==> src/rtl/sixbit_accum_ctrl.sv <==
// Accumulator controller around an external combinational 6-bit add/sub.
// Holds adder inputs stable for SETTLE_CYCLES, then captures sum and flags.
module sixbit_accum_ctrl #(
    parameter int WIDTH         = 6,
    parameter int SETTLE_CYCLES = 2,
    parameter bit SAT_EN        = 1'b0
) (
    input  logic             clk,
    input  logic             reset,
    input  logic             in_valid,
    output logic             in_ready,
    input  logic [1:0]       in_op,
    input  logic [WIDTH-1:0] in_data,
    output logic [WIDTH-1:0] add_x,
    output logic [WIDTH-1:0] add_y,
    output logic             add_sel,
    input  logic [WIDTH-1:0] add_sum,
    input  logic             add_overflow,
    input  logic             add_c_out,
    output logic [WIDTH-1:0] acc,
    output logic             flag_ovf,
    output logic             flag_carry,
    output logic             flag_zero,
    output logic             done
);

    localparam int CNT_W = (SETTLE_CYCLES > 1) ? $clog2(SETTLE_CYCLES) : 1;
    localparam logic [CNT_W-1:0] CNT_INIT = CNT_W'(SETTLE_CYCLES - 1);
    localparam logic [WIDTH-1:0] MAX_POS  = {WIDTH{1'b1}} >> 1;
    localparam logic [WIDTH-1:0] MIN_NEG  = ~MAX_POS;

    localparam logic [1:0] OP_ADD   = 2'b00;
    localparam logic [1:0] OP_SUB   = 2'b01;
    localparam logic [1:0] OP_LOAD  = 2'b10;
    localparam logic [1:0] OP_CLEAR = 2'b11;

    typedef enum logic {IDLE, SETTLE} state_t;

    state_t           state, state_nxt;
    logic [CNT_W-1:0] cnt, cnt_nxt;
    logic [WIDTH-1:0] y_r, y_nxt;
    logic [1:0]       op_r, op_nxt;
    logic [WIDTH-1:0] acc_nxt;
    logic             flag_ovf_nxt, flag_carry_nxt, done_nxt;
    logic [WIDTH-1:0] capture_val;

    always_ff @(posedge clk or posedge reset) begin
        if (reset) begin
            state      <= IDLE;
            cnt        <= '0;
            y_r        <= '0;
            op_r       <= '0;
            acc        <= '0;
            flag_ovf   <= 1'b0;
            flag_carry <= 1'b0;
            done       <= 1'b0;
        end else begin
            state      <= state_nxt;
            cnt        <= cnt_nxt;
            y_r        <= y_nxt;
            op_r       <= op_nxt;
            acc        <= acc_nxt;
            flag_ovf   <= flag_ovf_nxt;
            flag_carry <= flag_carry_nxt;
            done       <= done_nxt;
        end
    end

    // Positive overflow wraps to a negative sum, so the sum's MSB picks the rail.
    always_comb begin
        capture_val = add_sum;
        if (SAT_EN && add_overflow)
            capture_val = add_sum[WIDTH-1] ? MAX_POS : MIN_NEG;
    end

    always_comb begin
        state_nxt      = state;
        cnt_nxt        = cnt;
        y_nxt          = y_r;
        op_nxt         = op_r;
        acc_nxt        = acc;
        flag_ovf_nxt   = flag_ovf;
        flag_carry_nxt = flag_carry;
        done_nxt       = 1'b0;
        case (state)
            IDLE: begin
                if (in_valid) begin
                    op_nxt = in_op;
                    y_nxt  = in_data;
                    case (in_op)
                        OP_ADD, OP_SUB: begin
                            state_nxt = SETTLE;
                            cnt_nxt   = CNT_INIT;
                        end
                        OP_LOAD: begin
                            acc_nxt  = in_data;
                            done_nxt = 1'b1;
                        end
                        OP_CLEAR: begin
                            acc_nxt        = '0;
                            flag_ovf_nxt   = 1'b0;
                            flag_carry_nxt = 1'b0;
                            done_nxt       = 1'b1;
                        end
                        default: ;
                    endcase
                end
            end
            SETTLE: begin
                if (cnt != '0) begin
                    cnt_nxt = cnt - 1'b1;
                end else begin
                    acc_nxt        = capture_val;
                    flag_carry_nxt = add_c_out;
                    flag_ovf_nxt   = flag_ovf | add_overflow;
                    done_nxt       = 1'b1;
                    state_nxt      = IDLE;
                end
            end
            default: state_nxt = IDLE;
        endcase
    end

    assign in_ready  = (state == IDLE) && !reset;
    assign add_x     = acc;
    assign add_y     = y_r;
    assign add_sel   = op_r[0];
    assign flag_zero = (acc == '0);

endmodule

==> config.mk <==
export PLATFORM = sky130hd
export DESIGN_NAME = sixbit_accum_ctrl
export DESIGN_NICKNAME = d
export VERILOG_FILES = /design/src/rtl/sixbit_accum_ctrl.sv
export SDC_FILE = /design/constraint.sdc
export NUM_CORES = 1
export LEC_CHECK = 0
export ABC_AREA = 1
export BUFFER_PORTS_ARGS = -buffer_cell sky130_fd_sc_hd__buf_4
export CELL_PAD_IN_SITES_DETAIL_PLACEMENT = 1
export CELL_PAD_IN_SITES_GLOBAL_PLACEMENT = 1
export CORE_UTILIZATION = 28
export DETAILED_ROUTE_END_ITERATION = 6
export PLACE_DENSITY = 0.71
export SLEW_MARGIN = 25
export SYNTH_ARGS = -nofsm -noshare
export SYNTH_HDL_FRONTEND = slang
export SYNTH_SLANG_ARGS = --single-unit
export TNS_END_PERCENT = 100
==> constraint.sdc <==
create_clock -name clk -period 1 [get_ports clk]
set_input_delay 0.05 -clock clk [delete_from_list [all_inputs] [get_ports clk]]
set_output_delay 0.05 -clock clk [all_outputs]
set_load 0.005 [all_outputs]
After elaboration in Yosys (flattened, before gate mapping)
Index checks and enable logic that the tools add are counted.

word-level totals
  register bits = 18
  bits of input ports = 19
  memories = 0
  memory bits (read-only) = 0
  memory bits (writable) = 0
  bits in latches = 0
  logic and storage cells = 51
  output and inout port bits = 24

cells by class
  add/subtract/negate cells = 1
  mux-type cells = 22
  $mul = 0
  reductions and logical operators = 10
  magnitude comparators = 0
  shifts and indexed selects = 0
  bitwise gates (word level) = 2
  equality and inequality tests = 8
  divide/modulo/power cells = 0

operators by type and width
  cell                 number
  $pmux 6 s2           2
  $mux 1               13
  $mux 6               2
  $pmux 1 s2           5
  $logic_not 6->1      1
  $reduce_and 3->1     2
  $eq 2x2->1 const B   2
  $ne 2x1->1 const B   2
  $ne 2x2->1 const B   2
  $reduce_and 2->1     2
  $reduce_or 2->1      2
  $ne 3x1->1 const B   1
  $eq 2x1->1 const B   1
  $logic_not 2->1      1
  $logic_and 1x1->1    1
  $logic_not 1->1      1
  $not 1->1            1
  $or 1x1->1           1
  $sub 1x1->1 const B  1

Depth between registers and ports, before layout
  depth in word-level cells = 5
  gate-level depth with buffers = 5
  depth with buffers taken out = 5

Least setup slack after synthesis
No wires, ideal clock.

  path type = register to register
  start = register state
  end = register flag_carry
  data required time = 0.882 ns
  path buffers = 1
  setup slack = 0.012 ns
  setup time = 0.118 ns
  arrival time = 0.870 ns
  stages on the path, launching flop included = 6
  clock period less this slack = 0.988 ns
  path through = dfrtp_1 > buf_6 > nor2_8 > nand2_1 > nand3_1 > nand2_1

between the ends
  word-level cells in the longest chain between the ends = 3
  elaborated cells between the ends (all ways) = 6
  those cells by class = eq/ne (3); mux (1); bitwise (1); reduce/logical (1)

ends and longest elaborated chain
  item                                                RTL line  RTL
  start, declared                                     39        state_t state, state_nxt;
  start signal, assigned                              58        state <= state_nxt;
  $not 1->1 (no line)                                 --
  $ne 2x1->1 (no line) or $ne 2x2->1 (tied branches)  --
  $reduce_and 3->1 (no line)                          --
  end signal, assigned                                64        flag_carry <= flag_carry_nxt;
  end, declared                                       22        output logic flag_carry,

Parallel ways exist; a longest one is shown, timed or not.
A chain may end at the register's enable or synchronous reset.

Final worst setup path
  start = register acc[4]
  end = output port flag_zero

between the ends
  word-level cells in the longest chain between the ends = 1

ends and longest elaborated chain
  item                    RTL line  RTL
  start, declared         20        output logic [WIDTH-1:0] acc,
  start signal, assigned  62        acc <= acc_nxt;
  $logic_not 6->1         128       assign flag_zero = (acc == '0);
  end, declared           23        output logic flag_zero,

No other way between the ends.

==> impl_metrics.ini <==
[sta]
fin_crit_sh = 1.18
fin_skew_ns = 0.00617
layout_min_cycle_time_ns = 1.18
tns_ns = -2.07
clock.fmax_mhz = 845
setup_ws_ns = -0.183
tightest_slew_ns = 0.260
finalHoldViolCount = 0
maxSlewHeadroom = 0.826
hold_ws_ns = 0.0124
rsz0062_at_grt = true
setup_viol = 21
slew_violations = 0

[synthesis]
synth_fa_ha_area_frac = 0
yosys.area.top_type = dfrtp_1
synthSimpleGateAreaFrac = 0.378
synthXorXnorAreaFrac = 0
synth.avg_cell_area_sq_um = 8.25
post-synth-top-count-cell = nand2_1
synth_top_cells_by_count = nand2_1, dfrtp_1, nand3_1, buf_4, inv_1
synthDominantCellAreaShare = 0.497
ys_types = 18
synth_area_sq_um = 907
synth_edf_count = 0
yosys_warnings = 0
synthCells = 110
muxShareOfSynthArea = 0
synth_top_family_by_area = simple AND/OR/NAND/NOR gates
ys_top_cells_by_area = dfrtp_1, nand2_1, nand3_1
synth-compound-area-share = 0.0303
ys_seq_area_frac = 0.497
synth_seq_cells = 18
ys.flop_type = dfrtp_1
synth_nets = 129
async_reset_ff_frac = 1.00

[clocking]
ctsLongestPathBuffers = 2
clk_latency_ns = 0.31
cts_tree = yes
h-tree-depth = 1
numCtsBuffers = 3
path_clk_slew_ns = 0.11
cts_root_buf = clkbuf_4
cts_sinks = 18

[grt]
grt_pass1_wl_mm = 5.29
grt_start_max_net_pins = 19
grt_overflow = 0
antenna_found_initial = 0
grt_usage = 0.211
grt_pass1_vias = 1078

[setup_path]
crit_required_ns = 0.95
critical_path_class = flop to output port
reg2reg_depth = 5
crit_fanout = 2
crit_chain = nor2_2 -> nand2_1 -> nor3_2 -> buf_4
arrival_ns = 1.13
worst_path_largest_cell_delay_ns = 0.41
path_buf_inv = 1
end_kind = output port
rr_startpoint = state
worst_r2r_endpoint = add_y[4]
path_delay_family = flip-flops
cp-start-kind = flop
regToRegSetupSlack_ns = -0.17
worst_path_max_delay_cell = dfrtp_1

[detailed_routing]
routed_via_density = 4.59
ant_nets = 0
vias = 1000
drt-total-wl_mm = 3.35
drcViolationCount = 0
drt-wirelength-per-cell_um = 15.4
dr.pass1.iters = 3
drt_iter0_markers = 16

[placed_design]
pre_cts_ws_ns = -0.100
post-dp-hpwl_mm = 2.00
io_buffers = 42
gp_congestion = 0.764

[hold_path]
hold_path_startpoint = add_c_out
whs_endpoint = flag_carry
hp-class = primary input to flop
hold_depth = 3

[power]
switching_power_mw = 1.99
power_frac_comb = 0.622
power.internal_mw = 2.95
leakagePower_nw = 0.912
p_per_area_nw_per_um2 = 2880
seqPwrFrac = 0.281
pwr-share-clk = 0.096
ir_worst_vdd_uv = 1140
switching_share = 0.403

[run_status]
status = finished, violations left
violations = setup timing

[floorplan]
core_area_sq_um = 3050
num_rows = 20
die_area_sq_um = 3470
start_util = 0.297
io_pins = 43
die_x_um = 58.9
die_y_um = 58.9

[final_layout]
fillCellCount = 364
fin_util = 0.562
fin_nets = 194
drive_gt1_frac = 0.649
n_antenna_cell = 0
synthToLayoutAreaGrowth_pct = 89.2

[flow_run]
cap_violations = 0
worst max-delay path by stage:
stage | slack (ns) | depth (start not counted) | endpoint | start
4_1_cts | -0.19 | 4 | flag_zero | acc[4]
3_5_place_dp | -0.10 | 5 | flag_carry | state
3_3_place_gp | -0.04 | 5 | flag_carry | state
5_1_grt | -0.29 | 4 | flag_zero | acc[5]
6_report | -0.18 | 4 | flag_zero | acc[4]
2_1_floorplan | 0.01 | 5 | flag_carry | state
sequential cells by signal (all words and copies together), names as in the netlist:
| name | count |
|---|---|
| acc | 6 |
| add_y | 6 |
| flag_ovf | 1 |
| state | 1 |
| op_r | 1 |
| done | 1 |
| flag_carry | 1 |
| cnt | 1 |
through the flow:
| step | instance area, sq um | instances | power (mW) |
|---|---|---|---|
| finish | 1720 | 218 | 4.94 |
| CTS | 1600 | 217 | 4.49 |
| detailed placement | 1300 | 196 | 3.41 |
| floorplan | 907 | 110 | 2.34 |
| global placement | 1300 | 196 | 3.31 |
| global route | 1720 | 218 | 5.27 |
cell usage in the layout, fill, tap and decap left out:
cell type,Yosys,routed
buf_4,6,43
nand2_2,1,26
nand2_1,51,17
dfrtp_1,18,17
nand3_1,13,12
buf_6,1,12
nand2_4,1,10
dlygate4sd3_1,0,8
inv_1,5,4
clkbuf_4,0,3
inv_2,3,2
buf_12,0,2
nor2_8,1,1
inv_8,0,1
or2_4,1,1
a21oi_2,1,1
inv_4,0,1
nand3_4,1,1
nand2_8,0,1
nor2_4,0,1
nor2_1,3,1
nor2_2,0,1
nor3_2,0,1
a21boi_2,1,1
nand3_2,0,1
nand4_1,1,1
o21bai_1,1,1
clkbuf_8,0,1
buf_8,0,1
dfrtp_2,0,1
metal layers:
metal	part of all wire	global-route usage
met5	0	0
met3	0.046	0.0484
met2	0.54	0.380
met4	0.019	0.0884
met1	0.40	0.236
worst min-delay path, cell delays in order:
cell	delay (ns)
buf_4	0.08
nand4_1	0.08
nand2_1	0.08
kinds of logic after synthesis:
family          Yosys count
compound gates            3
simple gates             74
buf+inv                  15
flops                    18
power groups by stage:
stage	sequential, mW	combinational (mW)	clock, mW
finish	1.39	3.07	0.476
global placement	1.32	1.99	0
detailed placement	1.34	2.07	0
CTS	1.32	2.69	0.476
floorplan	1.32	1.02	0
global route	1.43	3.32	0.517
area by class of cell:
class,instances,area (sq um),share of cell area
repair buffers,66,593,0.345
clock buffers,4,36.3,0.0211
inverters,8,40.0,0.0233
multi-input cells,78,541,0.315
flip-flops and latches,18,452,0.263
well taps,44,55.1,0.0321
timing repair:
item	in CTS	in global routing
hold buffers	8	0
endpoints found under the hold margin	25	0
setup buffers	8	2
gates resized for setup	34	36
pin swaps	17	7
endpoints found under the setup margin	17	24
cloned	1	0
Power figures use the tool's default switching activity.
